### src/rtl/mem_cache_ctrl_pkg.sv
// Shared definitions for the memory-stage cache controller: access codes and FSM states.
package mem_pkg;

    localparam logic [1:0] ROW_NONE  = 2'b00;
    localparam logic [1:0] ROW_READ  = 2'b01;
    localparam logic [1:0] ROW_WRITE = 2'b10;

    typedef enum logic [1:0] {
        IDLE    = 2'd0,
        RD_MISS = 2'd1,
        WR_MEM  = 2'd2
    } state_t;

endpackage

### src/rtl/mem_cache_ctrl_line_array.sv
// Direct-mapped line storage: one valid bit, tag and data word per line.
// Reads are combinational; writes land on the rising edge. Only the valid
// bits are cleared by reset, so tags and data may hold stale contents.
module cache_line_array #(
    parameter int IDX_W  = 4,
    parameter int TAG_W  = 26,
    parameter int DATA_W = 32
) (
    input  logic              clk,
    input  logic              reset,
    input  logic [IDX_W-1:0]  rd_index,
    output logic              rd_valid,
    output logic [TAG_W-1:0]  rd_tag,
    output logic [DATA_W-1:0] rd_data,
    input  logic              wr_en,
    input  logic [IDX_W-1:0]  wr_index,
    input  logic [TAG_W-1:0]  wr_tag,
    input  logic [DATA_W-1:0] wr_data,
    input  logic              wr_set_valid
);

    localparam int LINES = 1 << IDX_W;

    logic [LINES-1:0]  valid_bits;
    logic [TAG_W-1:0]  tags  [LINES];
    logic [DATA_W-1:0] words [LINES];

    assign rd_valid = valid_bits[rd_index];
    assign rd_tag   = tags[rd_index];
    assign rd_data  = words[rd_index];

    // Valid bits: cleared on reset, updated by a line write.
    always_ff @(posedge clk or posedge reset) begin
        if (reset) begin
            valid_bits <= '0;
        end else if (wr_en) begin
            valid_bits[wr_index] <= wr_set_valid;
        end
    end

    // Tag and data storage: never reset, guarded by the valid bits.
    always_ff @(posedge clk) begin
        if (wr_en) begin
            tags[wr_index]  <= wr_tag;
            words[wr_index] <= wr_data;
        end
    end

endmodule

### src/rtl/mem_cache_ctrl.sv
// MEM-stage controller: direct-mapped write-through, no-write-allocate cache
// with a stalling req/ack miss handler and hit/miss statistics counters.
//
// state   | meaning
// IDLE    | decode row_i; read hits served combinationally
// RD_MISS | read request outstanding; line filled on ack
// WR_MEM  | write-through request outstanding; hitting line updated on ack
module mem_cache_ctrl
    import mem_pkg::*;
#(
    parameter int ADDR_W = 32,
    parameter int DATA_W = 32,
    parameter int IDX_W  = 4,
    parameter int CNT_W  = 32
) (
    input  logic              clk,
    input  logic              reset,
    input  logic [1:0]        row_i,
    input  logic [ADDR_W-1:0] address_i,
    input  logic [DATA_W-1:0] data_i,
    output logic [DATA_W-1:0] data_o,
    output logic              stall_o,
    output logic              hit_o,
    output logic              mem_req_o,
    output logic              mem_we_o,
    output logic [ADDR_W-1:0] mem_addr_o,
    output logic [DATA_W-1:0] mem_wdata_o,
    input  logic              mem_ack_i,
    input  logic [DATA_W-1:0] mem_rdata_i,
    output logic [CNT_W-1:0]  hit_count_o,
    output logic [CNT_W-1:0]  miss_count_o
);

    localparam int OFF_W = $clog2(DATA_W / 8);
    localparam int TAG_W = ADDR_W - IDX_W - OFF_W;
    localparam logic [ADDR_W-1:0] ALIGN_MASK = {ADDR_W{1'b1}} << OFF_W;
    localparam logic [CNT_W-1:0]  CNT_ONE    = {{(CNT_W-1){1'b0}}, 1'b1};

    state_t state, state_next;

    logic [IDX_W-1:0]  index;
    logic [TAG_W-1:0]  tag;
    logic              line_valid;
    logic [TAG_W-1:0]  line_tag;
    logic [DATA_W-1:0] line_data;
    logic              line_hit;
    logic              arr_we;
    logic [DATA_W-1:0] arr_wdata;
    logic              hit_inc;
    logic              miss_inc;

    assign index    = address_i[IDX_W+OFF_W-1:OFF_W];
    assign tag      = address_i[ADDR_W-1:IDX_W+OFF_W];
    assign line_hit = line_valid && (line_tag == tag);

    // Since the pipeline holds address_i stable while stalled, the read index
    // doubles as the fill/update index at the ack edge.
    cache_line_array #(
        .IDX_W (IDX_W),
        .TAG_W (TAG_W),
        .DATA_W(DATA_W)
    ) u_lines (
        .clk         (clk),
        .reset       (reset),
        .rd_index    (index),
        .rd_valid    (line_valid),
        .rd_tag      (line_tag),
        .rd_data     (line_data),
        .wr_en       (arr_we),
        .wr_index    (index),
        .wr_tag      (tag),
        .wr_data     (arr_wdata),
        .wr_set_valid(1'b1)
    );

    // State register; reset aborts any outstanding transaction.
    always_ff @(posedge clk or posedge reset) begin
        if (reset) begin
            state <= IDLE;
        end else begin
            state <= state_next;
        end
    end

    // Access decode, memory-port drive and next-state selection.
    always_comb begin
        state_next  = state;
        stall_o     = 1'b0;
        hit_o       = 1'b0;
        data_o      = '0;
        mem_req_o   = 1'b0;
        mem_we_o    = 1'b0;
        mem_addr_o  = '0;
        mem_wdata_o = '0;
        arr_we      = 1'b0;
        arr_wdata   = mem_rdata_i;
        hit_inc     = 1'b0;
        miss_inc    = 1'b0;
        case (state)
            IDLE: begin
                if (row_i == ROW_READ) begin
                    if (line_hit) begin
                        hit_o   = 1'b1;
                        data_o  = line_data;
                        hit_inc = 1'b1;
                    end else begin
                        stall_o    = 1'b1;
                        miss_inc   = 1'b1;
                        state_next = RD_MISS;
                    end
                end else if (row_i == ROW_WRITE) begin
                    stall_o    = 1'b1;
                    state_next = WR_MEM;
                end
            end
            RD_MISS: begin
                mem_req_o  = 1'b1;
                mem_addr_o = address_i & ALIGN_MASK;
                if (mem_ack_i) begin
                    data_o     = mem_rdata_i;
                    arr_we     = 1'b1;
                    state_next = IDLE;
                end else begin
                    stall_o = 1'b1;
                end
            end
            WR_MEM: begin
                mem_req_o   = 1'b1;
                mem_we_o    = 1'b1;
                mem_addr_o  = address_i & ALIGN_MASK;
                mem_wdata_o = data_i;
                arr_wdata   = data_i;
                if (mem_ack_i) begin
                    arr_we     = line_hit;
                    state_next = IDLE;
                end else begin
                    stall_o = 1'b1;
                end
            end
            default: begin
                state_next = IDLE;
            end
        endcase
    end

    // Statistics counters, wrapping naturally at 2**CNT_W.
    always_ff @(posedge clk or posedge reset) begin
        if (reset) begin
            hit_count_o  <= '0;
            miss_count_o <= '0;
        end else begin
            if (hit_inc) begin
                hit_count_o <= hit_count_o + CNT_ONE;
            end
            if (miss_inc) begin
                miss_count_o <= miss_count_o + CNT_ONE;
            end
        end
    end

endmodule

### config.mk
export PLATFORM = sky130hd
export DESIGN_NAME = mem_cache_ctrl
export DESIGN_NICKNAME = d
export VERILOG_FILES = /design/src/rtl/mem_cache_ctrl_pkg.sv /design/src/rtl/mem_cache_ctrl_line_array.sv /design/src/rtl/mem_cache_ctrl.sv
export SDC_FILE = /design/constraint.sdc
export NUM_CORES = 1
export LEC_CHECK = 0
export BUFFER_PORTS_ARGS = -buffer_cell sky130_fd_sc_hd__buf_2
export CORE_MARGIN = 5
export CORE_UTILIZATION = 45
export CTS_BUF_LIST = sky130_fd_sc_hd__clkbuf_4
export DETAILED_ROUTE_END_ITERATION = 16
export GPL_TIMING_DRIVEN = 1
export PLACE_DENSITY = 0.63
export SLEW_MARGIN = 20
export SYNTH_ARGS = -nofsm -noshare
export SYNTH_HDL_FRONTEND = slang
export SYNTH_SLANG_ARGS = --single-unit
### constraint.sdc
create_clock -name clk -period 7.1 [get_ports clk]
set_input_delay 1.42 -clock clk [delete_from_list [all_inputs] [get_ports clk]]
set_output_delay 1.42 -clock clk [all_outputs]
set_load 0.02 [all_outputs]
==> reports/qor.yml, run 1 <==
setup_slack_ps: 526
clock_sinks: 1010
slew_headroom: 0.279
grt_use_total: 0.207
hold_path_class: "flip-flop to flip-flop"
synth_common_cells: "928 x edfxtp_1, 227 x mux4_2, 125 x mux2i_1"
ctsResizeCount: 0
dpl_worst_slack_ps: 537
fill_cells: 7366
via_count: 22800
setup_viol: 0
die_h_um: 313
ir_drop_mv: 0.163
ys_ff_latch: 1010
crit_slowest_cell: "nor2b_1"
ioPinCount: 265
layout-drive-gt1-share: 0.381
crit_path_end_kind: "primary output"
initial_utilization: 0.451
rsz0062_at_grt: "no"
worst-path-stages: 11
clockBufferDepth: 4
required_ps: 5680
numCtsBuffers: 278
htreeDepth: 5
die_area_mm2: 0.0978
synth_top_area_cell: "edfxtp_1"
area_growth_pct: 15.8
post_cts_buffers: 0
synth_edf_count: 928
fin_crit_sh: 0.926
clock_latency_ps: 1130
crit_fanout: 34
gp_congestion: 0.769
drv_cap: 0
drtPass1Iterations: 5
leakagePower_nw: 16.9
antenna_found_initial: 9
syn_area_mm2: 0.0412
fin_crit_ps: 6570
path_delay_family: "compound AO/OA/AOI/OAI gates"
cts.clk_slew.worst_paths_ps: 70
viasPerCell: 5.74
outcome: "completed"
hold_viol: 0
crit_chain: "buf_4 -> nor2b_1 -> a22oi_1 -> a21o_1 -> a221oi_1 -> a31oi_1 -> a211o_1 -> nor4_4 -> buf_12 -> a32o_1 -> buf_2"
grt_max_degree: 107
start_kind: "input port"
rr_worst_depth: 10
core_mm2: 0.0914
fin_skew_ps: 129
die_w_um: 313
grt.overflow.total: 0
max_freq_ghz: 0.152
finalNonFillerCells: 3970
hold_slack_ps: 469
yosysTopAreaCellShare: 0.676
drt_iter0_markers: 2128
syn-instance-count: 2112
hpwlAfterDp_um: 56900
dp.cells: 3512
slew_violations: 0
routed_wl_um: 102000
criticalPathCategory: "input port to primary output"
ys_async_sr_fraction: 0.0812
yosysUniqueCellTypes: 65
synth_most_common_cell: "edfxtp_1"
rows: 111
synthFlopType: "edfxtp_1"
cts_root_buf: "clkbuf_4"
worstPathArrival_ps: 5150
worstHoldPathCells: 1
nets: 2715
yosysWarnings: 0
ys_seq_area_frac: 0.725
powerDensity_mw_per_mm2: 282
first_global_vias: 24000
wire_per_inst_um: 25.7
syn_avg_cell_area_um2: 19.5
cts_hold_buf: 0
grt_pass1_wl_um: 151000
fin_setup_tns_ps: 0
worst_pin_slew_ps: 1080
ant_nets: 0
path_buf_inv: 3
drcViolationCount: 0
cts_tree: "yes"
io_buffers: 260
slowest_delay_ps: 840
synth.area.top_cells: "edfxtp_1 68%, mux4_2 12%, dfrtp_1 5.0%"
[cell usage in the layout (no fill, tap or decap), drive strengths merged, types with 3 or more instances in the layout]
master	synthesis	final
nand2b	5	5
and2	61	61
a221oi	4	4
nand4	35	35
nand3	36	36
nor2	29	29
nor2b	5	5
xor2	39	39
diode	0	5
ha	8	8
mux2i	125	125
edfxtp	928	928
o2bb2ai	3	3
o21ai	7	7
clkinv	0	59
a21oi	13	13
inv	19	23
dfrtp	82	82
a32o	33	33
mux2	37	37
clkbuf	59	388
nor3	32	32
or3	4	4
o211ai	3	3
and3	23	23
a22oi	38	38
or4	3	3
nor4	12	12
nand2	53	53
and4	4	4
or2	16	16
mux4	227	227
xnor2	43	43
a31oi	7	7
o22ai	20	20
buf	65	337
nand3b	3	3
[metal layers]
metal  track usage  wire length [µm]  up-vias
li1              -                 -     9842
met1         0.272             40800    11800
met2         0.344             51500      972
met3        0.0489              7460      166
met4        0.0662              2040        0
met5             0                 0        -
[area by class of cell]
cell class	instances	area (µm²)	share of cell area
inverters	19	73.8	0.00155
well taps	1186	1480	0.0311
flip-flops and latches	1010	29900	0.627
repair buffers	337	2170	0.0454
clock inverters	65	318	0.00666
multi-input cells	960	10900	0.228
diodes	5	12.5	0.000262
clock buffers	388	2910	0.0610
[power breakdown]
part           internal, W  leakage [nW]  switching [W]
sequential         0.00681          9.47      0.0000489
clock              0.00258          1.95        0.00228
combinational     0.000571          5.50        0.00118
[through the flow]
step / power, W / instance area [µm²] / util
after floorplan: 0.00807 / 41300 / -
after global placement: 0.00870 / 44500 / 0.487
after detailed placement: 0.00875 / 44500 / 0.487
after CTS: 0.0136 / 47700 / 0.522
after global routing: 0.0141 / 47700 / 0.522
final: 0.0135 / 47800 / 0.523
[registers in the layout, summed over array words and instances (netlist names)]
signal	count
u_lines.words	512
u_lines.tags	416
hit_count_o	32
miss_count_o	32
u_lines.valid_bits	16
state	2
[kinds of logic (layout without fill, tap and decap cells)]
| family | count (synthesis) | count (layout) | synth area share |
|---|---|---|---|
| adder cells (fa/ha/maj) | 8 | 8 | 0.00243 |
| AO/OA/AOI/OAI | 153 | 153 | 0.0288 |
| flip-flops | 1010 | 1010 | 0.725 |
| other | 1 | 7 | 0.0000909 |
| buffers and inverters | 143 | 809 | 0.0174 |
| XOR/XNOR | 82 | 82 | 0.0174 |
| multiplexers | 389 | 389 | 0.164 |
| AND/OR/NAND/NOR | 326 | 326 | 0.0442 |
[path summary, 6_finish.rpt]
kind	to	slack, ps	start
setup / recovery	data_o[22]	530	address_i[5]
hold / removal	u_lines.valid_bits[6]	470	u_lines.valid_bits[6]
setup reg to reg	u_lines.tags[1][3]	2550	u_lines.tags[7][11]
hold reg to reg	u_lines.valid_bits[6]	470	u_lines.valid_bits[6]
max in group asynchronous	hit_count_o[1]	6010	reset
min in group asynchronous	u_lines.valid_bits[2]	510	reset
No activity file was read; power rests on OpenSTA's default activity.
==> run 2, diff against run 1 <==
==> constraint.sdc (replaced) <==
create_clock -name clk -period 7.1 [get_ports clk]
set_input_delay 1.42 -clock clk [delete_from_list [all_inputs] [get_ports clk]]
set_output_delay 1.42 -clock clk [all_outputs]
set_load 0.1 [all_outputs]
==> reports/qor.yml, run 2 (same netlist as run 1, synthesis figures left out) <==
fin_area_mm2: 0.0483  # +1.0%
hpwlAfterDp_um: 56100  # -1.4%
multi_input_area_mm2: 0.0109  # about the same
outcome: "completed"
layout-drive-gt1-share: 0.382  # +0.000928
via_count: 22800  # -0.013%
rsz0062_at_grt: "no"
core_mm2: 0.0914  # unchanged
clock_sinks: 1010  # unchanged
clock_latency_ps: 1100  # -30 ps
ir_drop_mv: 0.213  # +30%
numCtsBuffers: 279  # +0.36%
cts_root_buf: "clkbuf_4"
die_h_um: 313  # unchanged
start_kind: "input port"
htreeDepth: 5  # unchanged
fin_skew_ps: 93.3  # -35.6 ps
grt_max_degree: 103  # -3.7%
setup_slack_ps: 565  # +39.5 ps
grt_use_total: 0.205  # -0.00140
area_growth_pct: 17.0
reg_top3: "u_lines.words (512), u_lines.tags (416)"
nets: 2711  # -0.15%
required_ps: 5680  # about the same
fin_crit_sh: 0.920  # -0.00556
crit_fanout: 40  # +18%
leakagePower_nw: 17.0  # +0.60%
viasPerCell: 5.76  # +0.26%
hold_slack_ps: 466  # -2.98 ps
first_global_vias: 23800  # -0.71%
p_sw_frac: 0.310  # +0.0495
top_register: "u_lines.words"
slew_violations: 0  # unchanged
slew_headroom: 0.238  # -0.0409
drtPass1Iterations: 5  # unchanged
initial_utilization: 0.451  # unchanged
clockPowerShare: 0.335  # -0.026
worst_pin_slew_ps: 1140  # +61.3 ps
die_area_mm2: 0.0978  # unchanged
criticalPathCategory: "input port to primary output"
drcViolationCount: 0  # unchanged
final-seq-area_mm2: 0.0299  # unchanged
die_w_um: 313  # unchanged
pwr-share-comb: 0.197  # +0.067
powerDensity_mw_per_mm2: 304  # +7.9%
ioPinCount: 265  # unchanged
cts.clk_slew.worst_paths_ps: 60  # about the same
rr_worst_depth: 10  # unchanged
io_buffers: 260  # unchanged
ant_nets: 0  # unchanged
drt_iter0_markers: 2193  # +3.1%
hold_viol: 0  # unchanged
worstPathArrival_ps: 5110  # -40 ps
clockBufferDepth: 4  # unchanged
grt_pass1_wl_um: 150000  # -0.70%
post_cts_buffers: 0  # unchanged
final_common_cell: "edfxtp_1"
placed_area_mm2: 0.0450  # +1.0%
grt.overflow.total: 0  # unchanged
dpl_worst_slack_ps: 617  # +80.1 ps
routed_wl_um: 102000  # -0.26%
drv_cap: 0  # unchanged
wire_per_inst_um: 25.7  # about the same
p_int_w: 0.0101  # +1.8%
p_switching_w: 0.00455  # +30%
ctsResizeCount: 0  # unchanged
cts_tree: "yes"
worstHoldPathCells: 1  # unchanged
antenna_found_initial: 9  # unchanged
fin_crit_ps: 6530  # -39.5 ps
seqPwrFrac: 0.467  # -0.042
fill_cells: 7281  # -1.2%
gp_congestion: 0.780  # +1.5%
cts_hold_buf: 0  # unchanged
max_freq_ghz: 0.153  # +0.60%
crit_path_end_kind: "primary output"
setup_viol: 0  # unchanged
largest_reg_flops: 512  # unchanged
layout_common_cells: "928 x edfxtp_1, 388 x clkbuf_4, 227 x mux4_2"
hold_path_class: "flip-flop to flip-flop"
rows: 111  # unchanged
fin_setup_tns_ps: 0  # unchanged
[run 2: power by group through the flow]
| stage | sequential, W | combinational (W) | clock [W] |
|---|---|---|---|
| after floorplan | 0.00706 | 0.00206 | 0 |
| after global placement | 0.00697 | 0.00287 | 0 |
| after detailed placement | 0.00698 | 0.00292 | 0 |
| after CTS | 0.00686 | 0.00292 | 0.00509 |
| after global routing | 0.00686 | 0.00302 | 0.00544 |
| final | 0.00686 | 0.00290 | 0.00493 |
[run 2: worst max-delay path: stages]
cell	delay, ps
buf_8	390
buf_4	360
nand2b_1	220
nor3_1	70
a311oi_1	300
o211ai_1	160
o31ai_1	520
nand3_1	240
or4_2	760
a21oi_1	210
nor2_1	120
buf_2	310
[run 2: final cells by class]
type | instances | area share
flip-flops and latches | 1010 | 0.620
well taps | 1186 | 0.0308
clock buffers | 388 | 0.0604
repair buffers | 332 | 0.0545
clock inverters | 58 | 0.00742
diodes | 6 | 0.000311
multi-input cells | 960 | 0.225
inverters | 19 | 0.00153
[run 2: path summary, 6_finish.rpt]
| path | start | end | slack (ps) |
|---|---|---|---|
| min in group asynchronous | reset | miss_count_o[22] | 560 |
| max in group asynchronous | reset | miss_count_o[3] | 5940 |
| worst min register to register | u_lines.valid_bits[4] | u_lines.valid_bits[4] | 470 |
| worst min-delay path | u_lines.valid_bits[4] | u_lines.valid_bits[4] | 470 |
| worst max-delay path | address_i[2] | stall_o | 570 |
| worst max register to register | u_lines.tags[15][16] | u_lines.tags[0][9] | 2380 |
[run 2: routing by layer]
layer / vias to the layer above / routed length, µm / track usage
li1: 9830 / - / -
met3: 149 / 8540 / 0.0516
met2: 1090 / 50800 / 0.337
met5: - / 0 / 0
met4: 0 / 2050 / 0.0709
met1: 11700 / 40200 / 0.270
[run 2: stage by stage]
step           std cells  utilization  power (W)
3_5_place_dp        3507        0.492    0.00990
6_report            3959        0.528     0.0147
2_1_floorplan       2113            -    0.00913
5_1_grt             3956        0.528     0.0153
4_1_cts             3953        0.528     0.0149
3_3_place_gp        3507        0.492    0.00984
